## config.mk

```make
export PLATFORM = sky130hd
export DESIGN_NAME = mult_div_unit
export DESIGN_NICKNAME = d
export VERILOG_FILES = /design/src/rtl/mult_div_unit_pkg.sv /design/src/rtl/mult_div_unit_seq_divider.sv /design/src/rtl/mult_div_unit.sv
export SDC_FILE = /design/constraint.sdc
export NUM_CORES = 1
export LEC_CHECK = 0
export CAP_MARGIN = 25
export CORE_AREA = 5 5 204 206
export DETAILED_ROUTE_END_ITERATION = 7
export DIE_AREA = 0 0 209 211
export GPL_TIMING_DRIVEN = 0
export PLACE_DENSITY = 0.69
export SYNTH_ARGS = -nofsm -noshare
export SYNTH_HDL_FRONTEND = slang
export SYNTH_HIERARCHICAL = 1
export SYNTH_SLANG_ARGS = --single-unit
```

## constraint.sdc

```tcl
create_clock -name clk -period 4.55 [get_ports clk]
set_input_delay 1.1375 -clock clk [delete_from_list [all_inputs] [get_ports clk]]
set_output_delay 1.1375 -clock clk [all_outputs]
set_load 0.02 [all_outputs]
```

## src/rtl/mult_div_unit_pkg.sv

```systemverilog
// Shared definitions for the execute-stage HI/LO unit.
//   - R-type function codes produced by the ALU control decoder
//   - md_state_t: state encoding of the iterative mult/div sequencer
package mult_div_unit_pkg;

    // R-type function codes (instruction bits [5:0])
    localparam logic [5:0] FUNCT_SLL   = 6'h00;
    localparam logic [5:0] FUNCT_SRL   = 6'h02;
    localparam logic [5:0] FUNCT_SRA   = 6'h03;
    localparam logic [5:0] FUNCT_JR    = 6'h08;
    localparam logic [5:0] FUNCT_MFHI  = 6'h10;
    localparam logic [5:0] FUNCT_MTHI  = 6'h11;
    localparam logic [5:0] FUNCT_MFLO  = 6'h12;
    localparam logic [5:0] FUNCT_MTLO  = 6'h13;
    localparam logic [5:0] FUNCT_MULT  = 6'h18;
    localparam logic [5:0] FUNCT_MULTU = 6'h19;
    localparam logic [5:0] FUNCT_DIV   = 6'h1A;
    localparam logic [5:0] FUNCT_DIVU  = 6'h1B;
    localparam logic [5:0] FUNCT_ADD   = 6'h20;
    localparam logic [5:0] FUNCT_ADDU  = 6'h21;
    localparam logic [5:0] FUNCT_SUB   = 6'h22;
    localparam logic [5:0] FUNCT_SUBU  = 6'h23;
    localparam logic [5:0] FUNCT_AND   = 6'h24;
    localparam logic [5:0] FUNCT_OR    = 6'h25;
    localparam logic [5:0] FUNCT_XOR   = 6'h26;
    localparam logic [5:0] FUNCT_NOR   = 6'h27;
    localparam logic [5:0] FUNCT_SLT   = 6'h2A;
    localparam logic [5:0] FUNCT_SLTU  = 6'h2B;

    typedef enum logic [1:0] {
        IDLE   = 2'd0,
        MUL    = 2'd1,
        DIV    = 2'd2,
        FINISH = 2'd3
    } md_state_t;

endpackage

```

## src/rtl/mult_div_unit_seq_divider.sv

```systemverilog
// seq_divider: restoring division, one quotient bit per step, plus the
// iteration counter shared by the multiplier and divider paths.
// Ports:
//   clk, reset      clock, synchronous active-low reset
//   load            capture dividend/divisor, clear remainder and counter
//   count_en        advance the iteration counter
//   div_en          perform one restoring-division step
//   dividend        unsigned dividend (magnitude)
//   divisor         unsigned divisor (magnitude)
//   quotient        quotient so far (final after WIDTH steps)
//   remainder       partial remainder (final after WIDTH steps)
//   last            counter sits at its terminal value WIDTH-1
module seq_divider #(
    parameter int WIDTH = 32
) (
    input  logic             clk,
    input  logic             reset,
    input  logic             load,
    input  logic             count_en,
    input  logic             div_en,
    input  logic [WIDTH-1:0] dividend,
    input  logic [WIDTH-1:0] divisor,
    output logic [WIDTH-1:0] quotient,
    output logic [WIDTH-1:0] remainder,
    output logic             last
);

    localparam int CW = $clog2(WIDTH) + 1;

    logic [WIDTH-1:0] dvsr;
    logic [WIDTH-1:0] quo;   // dividend shifts out the top, quotient bits shift in
    logic [WIDTH-1:0] rem;
    logic [CW-1:0]    count;
    logic [WIDTH:0]   trial; // partial remainder plus carry bit
    logic [WIDTH+1:0] diff;  // one extra bit so the borrow is unambiguous

    always_comb begin
        trial = {rem, quo[WIDTH-1]};
        diff  = {1'b0, trial} - {2'b00, dvsr};
    end

    always_ff @(posedge clk) begin
        if (!reset) begin
            dvsr  <= '0;
            quo   <= '0;
            rem   <= '0;
            count <= '0;
        end else if (load) begin
            dvsr  <= divisor;
            quo   <= dividend;
            rem   <= '0;
            count <= '0;
        end else begin
            if (count_en)
                count <= count + 1'b1;
            if (div_en) begin
                // No borrow: trial >= divisor, keep the difference.
                // A zero divisor never borrows, giving all-ones quotient and
                // a remainder equal to the dividend.
                if (!diff[WIDTH+1]) begin
                    rem <= diff[WIDTH-1:0];
                    quo <= {quo[WIDTH-2:0], 1'b1};
                end else begin
                    rem <= trial[WIDTH-1:0];
                    quo <= {quo[WIDTH-2:0], 1'b0};
                end
            end
        end
    end

    assign quotient  = quo;
    assign remainder = rem;
    assign last      = (count == CW'(WIDTH - 1));

endmodule

```

## src/rtl/mult_div_unit.sv

```systemverilog
// mult_div_unit: iterative HI/LO unit for MULT, MULTU, DIV, DIVU, MTHI, MTLO.
// Owns the architectural HI/LO registers read by MFHI/MFLO.
// Ports:
//   clk, reset   clock, synchronous active-low reset
//   start        issue strobe, fncode/op_a/op_b sampled with it
//   fncode       R-type function code
//   op_a, op_b   rs / rt operands
//   busy         mult/div in flight (issue edge through the FINISH cycle)
//   done         one-cycle pulse when hi/lo first show a mult/div result
//   hi, lo       HI/LO registers
//   dbg_state    current sequencer state
//
// Issue handshake: start is accepted only in the cycle busy is low; an
// accepted MULT/DIV raises busy on the same edge and the control path must
// hold off further issues until busy drops. start while busy is dropped.
module mult_div_unit
    import mult_div_unit_pkg::*;
#(
    parameter int WIDTH = 32
) (
    input  logic             clk,
    input  logic             reset,
    input  logic             start,
    input  logic [5:0]       fncode,
    input  logic [WIDTH-1:0] op_a,
    input  logic [WIDTH-1:0] op_b,
    output logic             busy,
    output logic             done,
    output logic [WIDTH-1:0] hi,
    output logic [WIDTH-1:0] lo,
    output md_state_t        dbg_state
);

    md_state_t          state;
    logic [WIDTH-1:0]   mcand;
    logic [2*WIDTH-1:0] acc;      // {partial product, remaining multiplier bits}
    logic               res_neg;  // product sign, or quotient sign for div
    logic               rem_neg;
    logic               is_div;

    logic               is_mul_op, is_div_op, signed_op;
    logic [WIDTH-1:0]   abs_a, abs_b;
    logic [WIDTH:0]     mul_sum;
    logic               load, last;
    logic [WIDTH-1:0]   quotient, remainder;

    always_comb begin
        is_mul_op = (fncode == FUNCT_MULT) || (fncode == FUNCT_MULTU);
        is_div_op = (fncode == FUNCT_DIV)  || (fncode == FUNCT_DIVU);
        signed_op = (fncode == FUNCT_MULT) || (fncode == FUNCT_DIV);
        abs_a     = (signed_op && op_a[WIDTH-1]) ? -op_a : op_a;
        abs_b     = (signed_op && op_b[WIDTH-1]) ? -op_b : op_b;
        mul_sum   = {1'b0, acc[2*WIDTH-1:WIDTH]}
                  + {1'b0, (acc[0] ? mcand : {WIDTH{1'b0}})};
        load      = (state == IDLE) && start && (is_mul_op || is_div_op);
    end

    seq_divider #(.WIDTH(WIDTH)) u_div (
        .clk       (clk),
        .reset     (reset),
        .load      (load),
        .count_en  ((state == MUL) || (state == DIV)),
        .div_en    (state == DIV),
        .dividend  (abs_a),
        .divisor   (abs_b),
        .quotient  (quotient),
        .remainder (remainder),
        .last      (last)
    );

    always_ff @(posedge clk) begin
        if (!reset) begin
            state   <= IDLE;
            hi      <= '0;
            lo      <= '0;
            busy    <= 1'b0;
            done    <= 1'b0;
            mcand   <= '0;
            acc     <= '0;
            res_neg <= 1'b0;
            rem_neg <= 1'b0;
            is_div  <= 1'b0;
        end else begin
            done <= 1'b0;
            case (state)
                IDLE: begin
                    if (start) begin
                        if (is_mul_op) begin
                            mcand   <= abs_a;
                            acc     <= {{WIDTH{1'b0}}, abs_b};
                            res_neg <= signed_op && (op_a[WIDTH-1] ^ op_b[WIDTH-1]);
                            is_div  <= 1'b0;
                            busy    <= 1'b1;
                            state   <= MUL;
                        end else if (is_div_op) begin
                            // Divide by zero keeps an unsigned all-ones quotient,
                            // so the quotient sign flip is suppressed for it.
                            res_neg <= signed_op && (op_a[WIDTH-1] ^ op_b[WIDTH-1])
                                       && (op_b != '0);
                            rem_neg <= signed_op && op_a[WIDTH-1];
                            is_div  <= 1'b1;
                            busy    <= 1'b1;
                            state   <= DIV;
                        end else if (fncode == FUNCT_MTHI) begin
                            hi <= op_a;
                        end else if (fncode == FUNCT_MTLO) begin
                            lo <= op_a;
                        end
                    end
                end
                MUL: begin
                    acc <= {mul_sum, acc[WIDTH-1:1]};
                    if (last)
                        state <= FINISH;
                end
                DIV: begin
                    if (last)
                        state <= FINISH;
                end
                FINISH: begin
                    if (is_div) begin
                        lo <= res_neg ? -quotient  : quotient;
                        hi <= rem_neg ? -remainder : remainder;
                    end else begin
                        {hi, lo} <= res_neg ? -acc : acc;
                    end
                    done  <= 1'b1;
                    busy  <= 1'b0;
                    state <= IDLE;
                end
                default: state <= IDLE;
            endcase
        end
    end

    assign dbg_state = state;

endmodule

```

==> results.json, run 1 <==
{
  "start_util_pct": 49.6,
  "cts_buffer_depth": 3,
  "rows": 73,
  "critPathCaptureType": "flop",
  "synth_cell_types": 98,
  "die_h_um": 211,
  "crit_type": "primary input to flop",
  "cp_max_fo": 10,
  "grt_overflow": 0,
  "cap_violations": 0,
  "start_kind": "primary input",
  "synth_nets": 2751,
  "synth_edf_count": 0,
  "synth_compound_area_share_pct": 24.8,
  "worst_pin_slew_ns": 1.11,
  "port_buffers": 139,
  "antenna_found_initial": 3,
  "synthMuxAreaShare_pct": 4.73,
  "post-route-period-util_pct": 98.1,
  "yosys.area.top_type_share_pct": 27.5,
  "syn_area_um2": 19600,
  "cts_setup_buffers": 0,
  "synthCells": 2601,
  "n_fill_cell": 3708,
  "firstDrtPassIters": 8,
  "synth_top_family_by_area": "simple AND/OR/NAND/NOR gates",
  "dp_cells": 3266,
  "dpl_worst_slack_ns": -0.798,
  "synth-adder-area-share_pct": 5.00,
  "multi_input_area_um2": 13300,
  "avgSynthCellArea_um2": 7.53,
  "synthSimpleGateAreaFrac_pct": 25.0,
  "power.leakage_nw": 8.50,
  "r2r-start": "dbg_state[0]$_SDFFE_PN0P_",
  "avgViaCountPerCell": 6.55,
  "drive_gt1_share_pct": 3.82,
  "cts_max_level": 2,
  "wl_per_cell_um": 27.5,
  "ys_seq_area_share_pct": 27.5,
  "cellPowerDensity_nw_per_um2": 558,
  "io-pin-count": 141,
  "hold_buffers": 0,
  "relSlewSlack_pct": 25.5,
  "final_common_cell": "nand2_1",
  "layout_min_cycle_time_ns": 4.46,
  "wl_um": 91600,
  "diodes": 0,
  "core_area_um2": 39500,
  "num_vias": 21794,
  "r2r-end": "acc[10]$_SDFFE_PN0P_",
  "startpoint": "fncode[3]",
  "drtIter0Drc": 2716,
  "synth_largest_area_cell": "dfxtp_1",
  "clk_pin_slew_ns": 0.06,
  "required_ns": 5.04,
  "setup_violations": 0,
  "first_global_vias": 20073,
  "synth-seq-cells": 269,
  "crit_end": "u_div/quotient[23]$_SDFFE_PN0P_",
  "rsz0062_at_grt": "false",
  "die_w_um": 209,
  "grt_start_max_net_pins": 13,
  "cp_data_arrival_time_ns": 4.95,
  "ys.warnings.count": 6,
  "rrSetupSlack_ns": 0.41,
  "drc": 0,
  "clock_latency_ns": 0.56,
  "timing.fmax_mhz": 224,
  "synth_xor_area_share_pct": 8.36,
  "syn_to_final_growth_pct": 16.3,
  "cts_root_buffer": "clkbuf_16",
  "ant_nets": 0,
  "register_area_um2": 5390,
  "final_nets": 2927,
  "skew_ns": 0.0316,
  "timing.final.max_slew_violations": 0,
  "vdd_ir_drop_max_v": 0.00112,
  "dieArea_um2": 44100,
  "gp_congestion": 1.08,
  "layout_setup_ws_ns": 0.0882,
  "cts_made_buffers": 35,
  "place_hpwl_um": 72400,
  "grt_pass1_wl_um": 131000,
  "layout.cells.non_filler": 3326,
  "reg2regPathDepth": 12,
  "hold_viol_final": 0,
  "cts_sinks": 269,
  "grt_util_all_layers_pct": 39.3,
  "fin_hold_ws_ns": 0.450,
  "hp-class": "flop to flop",
  "async_flop_share_pct": 0,
  "utilization_pct": 57.7,
  "final_cell_mix": "288 x nand2_1, 269 x dfxtp_1, 242 x o21ai_0",
  "yosys-top-cells-area": "dfxtp_1 27%, o21ai_0 6.2%, nand2_1 5.5%",
  "cts_tree": "yes",
  "status": "finished clean",
  "ys.flop_type": "dfxtp_1"
}
## synth_stat cells, types with 7 or more instances
| cell type | instances |
|---|---|
| nand2_1 | 288 |
| dfxtp_1 | 269 |
| o21ai_0 | 242 |
| nor2_1 | 206 |
| a21oi_1 | 161 |
| clkbuf_1 | 141 |
| xor2_1 | 100 |
| mux2i_1 | 88 |
| xnor2_1 | 87 |
| nor3_1 | 80 |
| nand3_1 | 77 |
| ha_1 | 75 |
| inv_1 | 72 |
| and2_1 | 67 |
| a31oi_1 | 56 |
| o31ai_1 | 42 |
| nor2b_1 | 40 |
| or3_1 | 40 |
| o211ai_1 | 33 |
| or4_1 | 33 |
| a21o_1 | 28 |
| nor4_1 | 27 |
| a211oi_1 | 25 |
| nand4_1 | 22 |
| nand2b_1 | 19 |
| and3_1 | 18 |
| o41ai_1 | 17 |
| buf_1 | 16 |
| o221ai_1 | 16 |
| a211o_1 | 14 |
| o21a_1 | 12 |
| o21ai_1 | 12 |
| o22ai_1 | 11 |
| or2_2 | 10 |
| nor3b_1 | 9 |
| a22oi_1 | 8 |
| nand3b_1 | 7 |
| o2111ai_1 | 7 |
## worst max-delay path: stages
cell and delay (ns):
clkdlybuf4s50_1 0.55, nand4bb_1 0.30, nor2_1 0.84, and2_1 0.23, clkbuf_1 0.36, clkbuf_1 0.63
o21ai_0 0.25, xnor2_1 0.33, nand2_1 0.08, o21ai_0 0.09, and2_1 0.14
## state kept, by name, summed over array words and instances (netlist names)
signal	count
acc	64
busy	1
dbg_state	2
done	1
hi	32
is_div	1
lo	32
mcand	32
rem_neg	1
res_neg	1
u_div/count	6
u_div/dvsr	32
u_div/quotient	32
u_div/remainder	32
## kinds of logic after synthesis
kind of cell | Yosys count
adder cells (fa/ha/maj) | 77
flip-flops | 269
AND/OR/NAND/NOR | 979
XOR/XNOR | 187
AO/OA/AOI/OAI | 762
buffers and inverters | 236
multiplexers | 91
## layer usage
layer / up-vias / wire length (um) / GRT usage (%) / part of all wire [%]
li1: 9826 / - / - / -
met1: 10304 / 36000 / 50.9 / 39
met2: 1379 / 39700 / 61.2 / 43
met3: 281 / 8930 / 6.83 / 9.8
met4: 4 / 6880 / 24.5 / 7.5
met5: - / 25 / 0 / 0.027
## cell type report
| class | count | area share [%] |
|---|---|---|
| multi-input cells | 2096 | 58.4 |
| plain buffers | 162 | 2.75 |
| clock inverters | 12 | 0.555 |
| inverters | 73 | 1.20 |
| clock buffers | 49 | 4.43 |
| flip-flops and latches | 269 | 23.6 |
| well taps | 525 | 2.88 |
| repair buffers | 140 | 6.17 |
## how the worst min path moves through the flow
stage                           start                      to  slack, ns  cells past startpoint
4_1_cts        mcand[23]$_SDFFE_PN0P_  mcand[23]$_SDFFE_PN0P_       0.45                      2
6_report       mcand[23]$_SDFFE_PN0P_  mcand[23]$_SDFFE_PN0P_       0.45                      2
2_1_floorplan  mcand[31]$_SDFFE_PN0P_  mcand[31]$_SDFFE_PN0P_       0.43                      2
5_1_grt        mcand[25]$_SDFFE_PN0P_  mcand[25]$_SDFFE_PN0P_       0.47                      2
3_3_place_gp   mcand[23]$_SDFFE_PN0P_  mcand[23]$_SDFFE_PN0P_       0.44                      2
3_5_place_dp   mcand[23]$_SDFFE_PN0P_  mcand[23]$_SDFFE_PN0P_       0.44                      2
## what timing repair did
| item | CTS | global route |
|---|---|---|
| setup endpoints to repair | 3 | 4 |
| hold endpoints to repair | 0 | 0 |
| gates cloned | 0 | 0 |
| gates resized for setup | 2 | 1 |
## where the power goes
group / internal, mW / switching, mW / leakage [nW]
sequential: 2.53 / 0.322 / 2.17
clock: 1.66 / 1.15 / 0.558
combinational: 2.56 / 4.49 / 5.77
## stage by stage
| step | power (mW) | setup TNS [ns] | instance area [um^2] |
|---|---|---|---|
| 2_1_floorplan | 7.72 | 0 | 19600 |
| 3_3_place_gp | 9.58 | -7.71 | 21600 |
| 3_5_place_dp | 9.69 | -10.47 | 21700 |
| 4_1_cts | 12.5 | 0 | 22800 |
| 5_1_grt | 13.3 | 0 | 22800 |
| 6_report | 12.7 | 0 | 22800 |
(Power assumes the default switching activity.)
==> inputs of run 2 (changes only) <==
Settings changed: CELL_PAD_IN_SITES_DETAIL_PLACEMENT set to 1, CELL_PAD_IN_SITES_GLOBAL_PLACEMENT set to 1, CORE_AREA 5 5 204 206 to 5 5 228 230, DIE_AREA 0 0 209 211 to 0 0 233 235, PLACE_DENSITY 0.69 to unset, PLACE_DENSITY_LB_ADDON set to 0.1.
Clock period 4.55 ns to 4.1 ns, I/O delays scaled along.
==> run 2 against run 1 <==
Compared with the run above:
- clock skew rose by 0.0043 ns
- combinational power rose by 15%
- sequential share of layout area fell by 0.37 points
- wire length rose by 12%
- global-route usage fell by 3.6 points
- clock power rose by 26%
- non-clock buffer count did not move
==> results.json, run 2 (synthesis results as in run 1) <==
{
  "final_common_cell": "nand2_1",
  "gp_congestion": 1.01,
  "crit_slowest_cell": "buf_2",
  "io-pin-count": 141,
  "setup_violations": 0,
  "place_hpwl_um": 81500,
  "regMostFlops": "acc",
  "firstDrtPassIters": 6,
  "antenna_found_initial": 2,
  "cts_buffer_depth": 3,
  "rsz0062_at_grt": "false",
  "layout_min_cycle_time_ns": 4.05,
  "clock_latency_ns": 0.58,
  "core_area_um2": 49700,
  "drtIter0Drc": 1905,
  "skew_ns": 0.0359,
  "crit_type": "primary input to flop",
  "worst_pin_slew_ns": 1.18,
  "timing.fmax_mhz": 247,
  "status": "finished clean",
  "port_buffers": 139,
  "critPathCaptureType": "flop",
  "grt_start_max_net_pins": 12,
  "relSlewSlack_pct": 21.3,
  "clk_pin_slew_ns": 0.06,
  "grt_overflow": 0,
  "avgViaCountPerCell": 6.29,
  "cp_data_arrival_time_ns": 4.56,
  "cts_made_buffers": 36,
  "vdd_ir_drop_max_v": 0.000920,
  "slowest_delay_ns": 0.48,
  "largest_reg_flops": 64,
  "dieArea_um2": 54800,
  "start_util_pct": 39.4,
  "required_ns": 4.61,
  "cp_max_fo": 10,
  "start_kind": "primary input",
  "cts_max_level": 2,
  "power.leakage_nw": 8.59,
  "rows": 82,
  "hold_buffers": 0,
  "ant_nets": 0,
  "cellPowerDensity_nw_per_um2": 640,
  "wl_um": 102000,
  "cap_violations": 0,
  "die_h_um": 235,
  "hp-class": "flop to flop",
  "final_nets": 2928,
  "hold_viol_final": 0,
  "syn_to_final_growth_pct": 18.2,
  "cts_root_buffer": "clkbuf_16",
  "cts_sinks": 269,
  "num_vias": 21887,
  "grt_pass1_wl_um": 147000,
  "drive_gt1_share_pct": 4.24,
  "timing.final.max_slew_violations": 0,
  "layout.cells.non_filler": 3478,
  "worst_path_most_repeated_cell": "buf_2",
  "wl_per_cell_um": 29.4,
  "cts_tree": "yes",
  "die_w_um": 233,
  "grt_util_all_layers_pct": 35.7,
  "power_mw": 14.8,
  "dp_cells": 3413,
  "drc": 0,
  "post-route-period-util_pct": 98.9,
  "final_cell_mix": "288 x nand2_1, 268 x dfxtp_1, 242 x o21ai_0",
  "path_cells": "clkdlybuf4s50_1 > or3b_1 > nor2_1 > nand3_1 > inv_1 > clkbuf_2 > buf_2 > buf_2 > nand2_1 > o21ai_0 > and2_1",
  "first_global_vias": 21732
}
## run 2: worst paths after layout
kind / from / end / slack (ns) / depth (start not counted)
worst max-delay path: fncode[4] / u_div/quotient[31]$_SDFFE_PN0P_ / 0.05 / 11
worst min-delay path: lo[10]$_SDFFE_PN0P_ / lo[10]$_SDFFE_PN0P_ / 0.45 / 2
worst max register to register: acc[0]$_SDFFE_PN0P_ / acc[63]$_SDFFE_PN0P_ / 0.14 / 13
worst min register to register: lo[10]$_SDFFE_PN0P_ / lo[10]$_SDFFE_PN0P_ / 0.45 / 2
## run 2: repair_timing
item / in CTS / in global routing
setup buffers: 0 / 0
endpoints found under the setup margin: 31 / 23
gates resized for setup: 7 / 9
## run 2: critical path, delay by kind of cell
family                 cells  cell delay [ns]
AOI/OAI and AO/OA          1             0.37
buffers and inverters      5             2.04
and+or+nand+nor            5             1.10
## run 2: final cells by class
class	count	area [um^2]
Antenna cell	1	2.50
Buffer	162	629
Clock buffer	50	1060
Clock inverter	15	244
Fill cell	6234	26500
Inverter	73	274
Multi-Input combinational cell	2096	13300
Sequential cell	269	5390
Tap cell	672	841
Timing Repair Buffer	140	1410
## run 2: power breakdown
| group | switching [mW] | internal [mW] | total [mW] |
|---|---|---|---|
| Clock | 1.35 | 2.18 | 3.53 |
| Sequential | 0.384 | 2.81 | 3.19 |
| Combinational | 5.26 | 2.84 | 8.11 |
| Total | 6.99 | 7.83 | 14.8 |
## run 2: metal layers
metal  global-route usage [%]  routed length [um]  vias to the layer above
met2                     58.2               46600                      943
met5                        0                  13                        -
li1                         -                   -                     9836
met4                     17.9                6270                        2
met3                     5.71                7320                      234
met1                     45.6               42100                    10872
## run 2: metrics by stage
| stage | area, um^2 | hold WS [ns] | worst slack (ns) | TNS (ns) | utilization, % |
|---|---|---|---|---|---|
| after detailed placement | 21800 | 0.447 | -1.37 | -56.74 | 44.0 |
| after floorplan | 19600 | 0.427 | 0.899 | 0 | - |
| final | 23200 | 0.454 | 0.0458 | 0 | 46.6 |
| after global placement | 21800 | 0.442 | -1.21 | -48.63 | 43.9 |
| after CTS | 23200 | 0.454 | 0.0252 | 0 | 46.6 |
| after global routing | 23200 | 0.477 | 0.00724 | 0 | 46.6 |
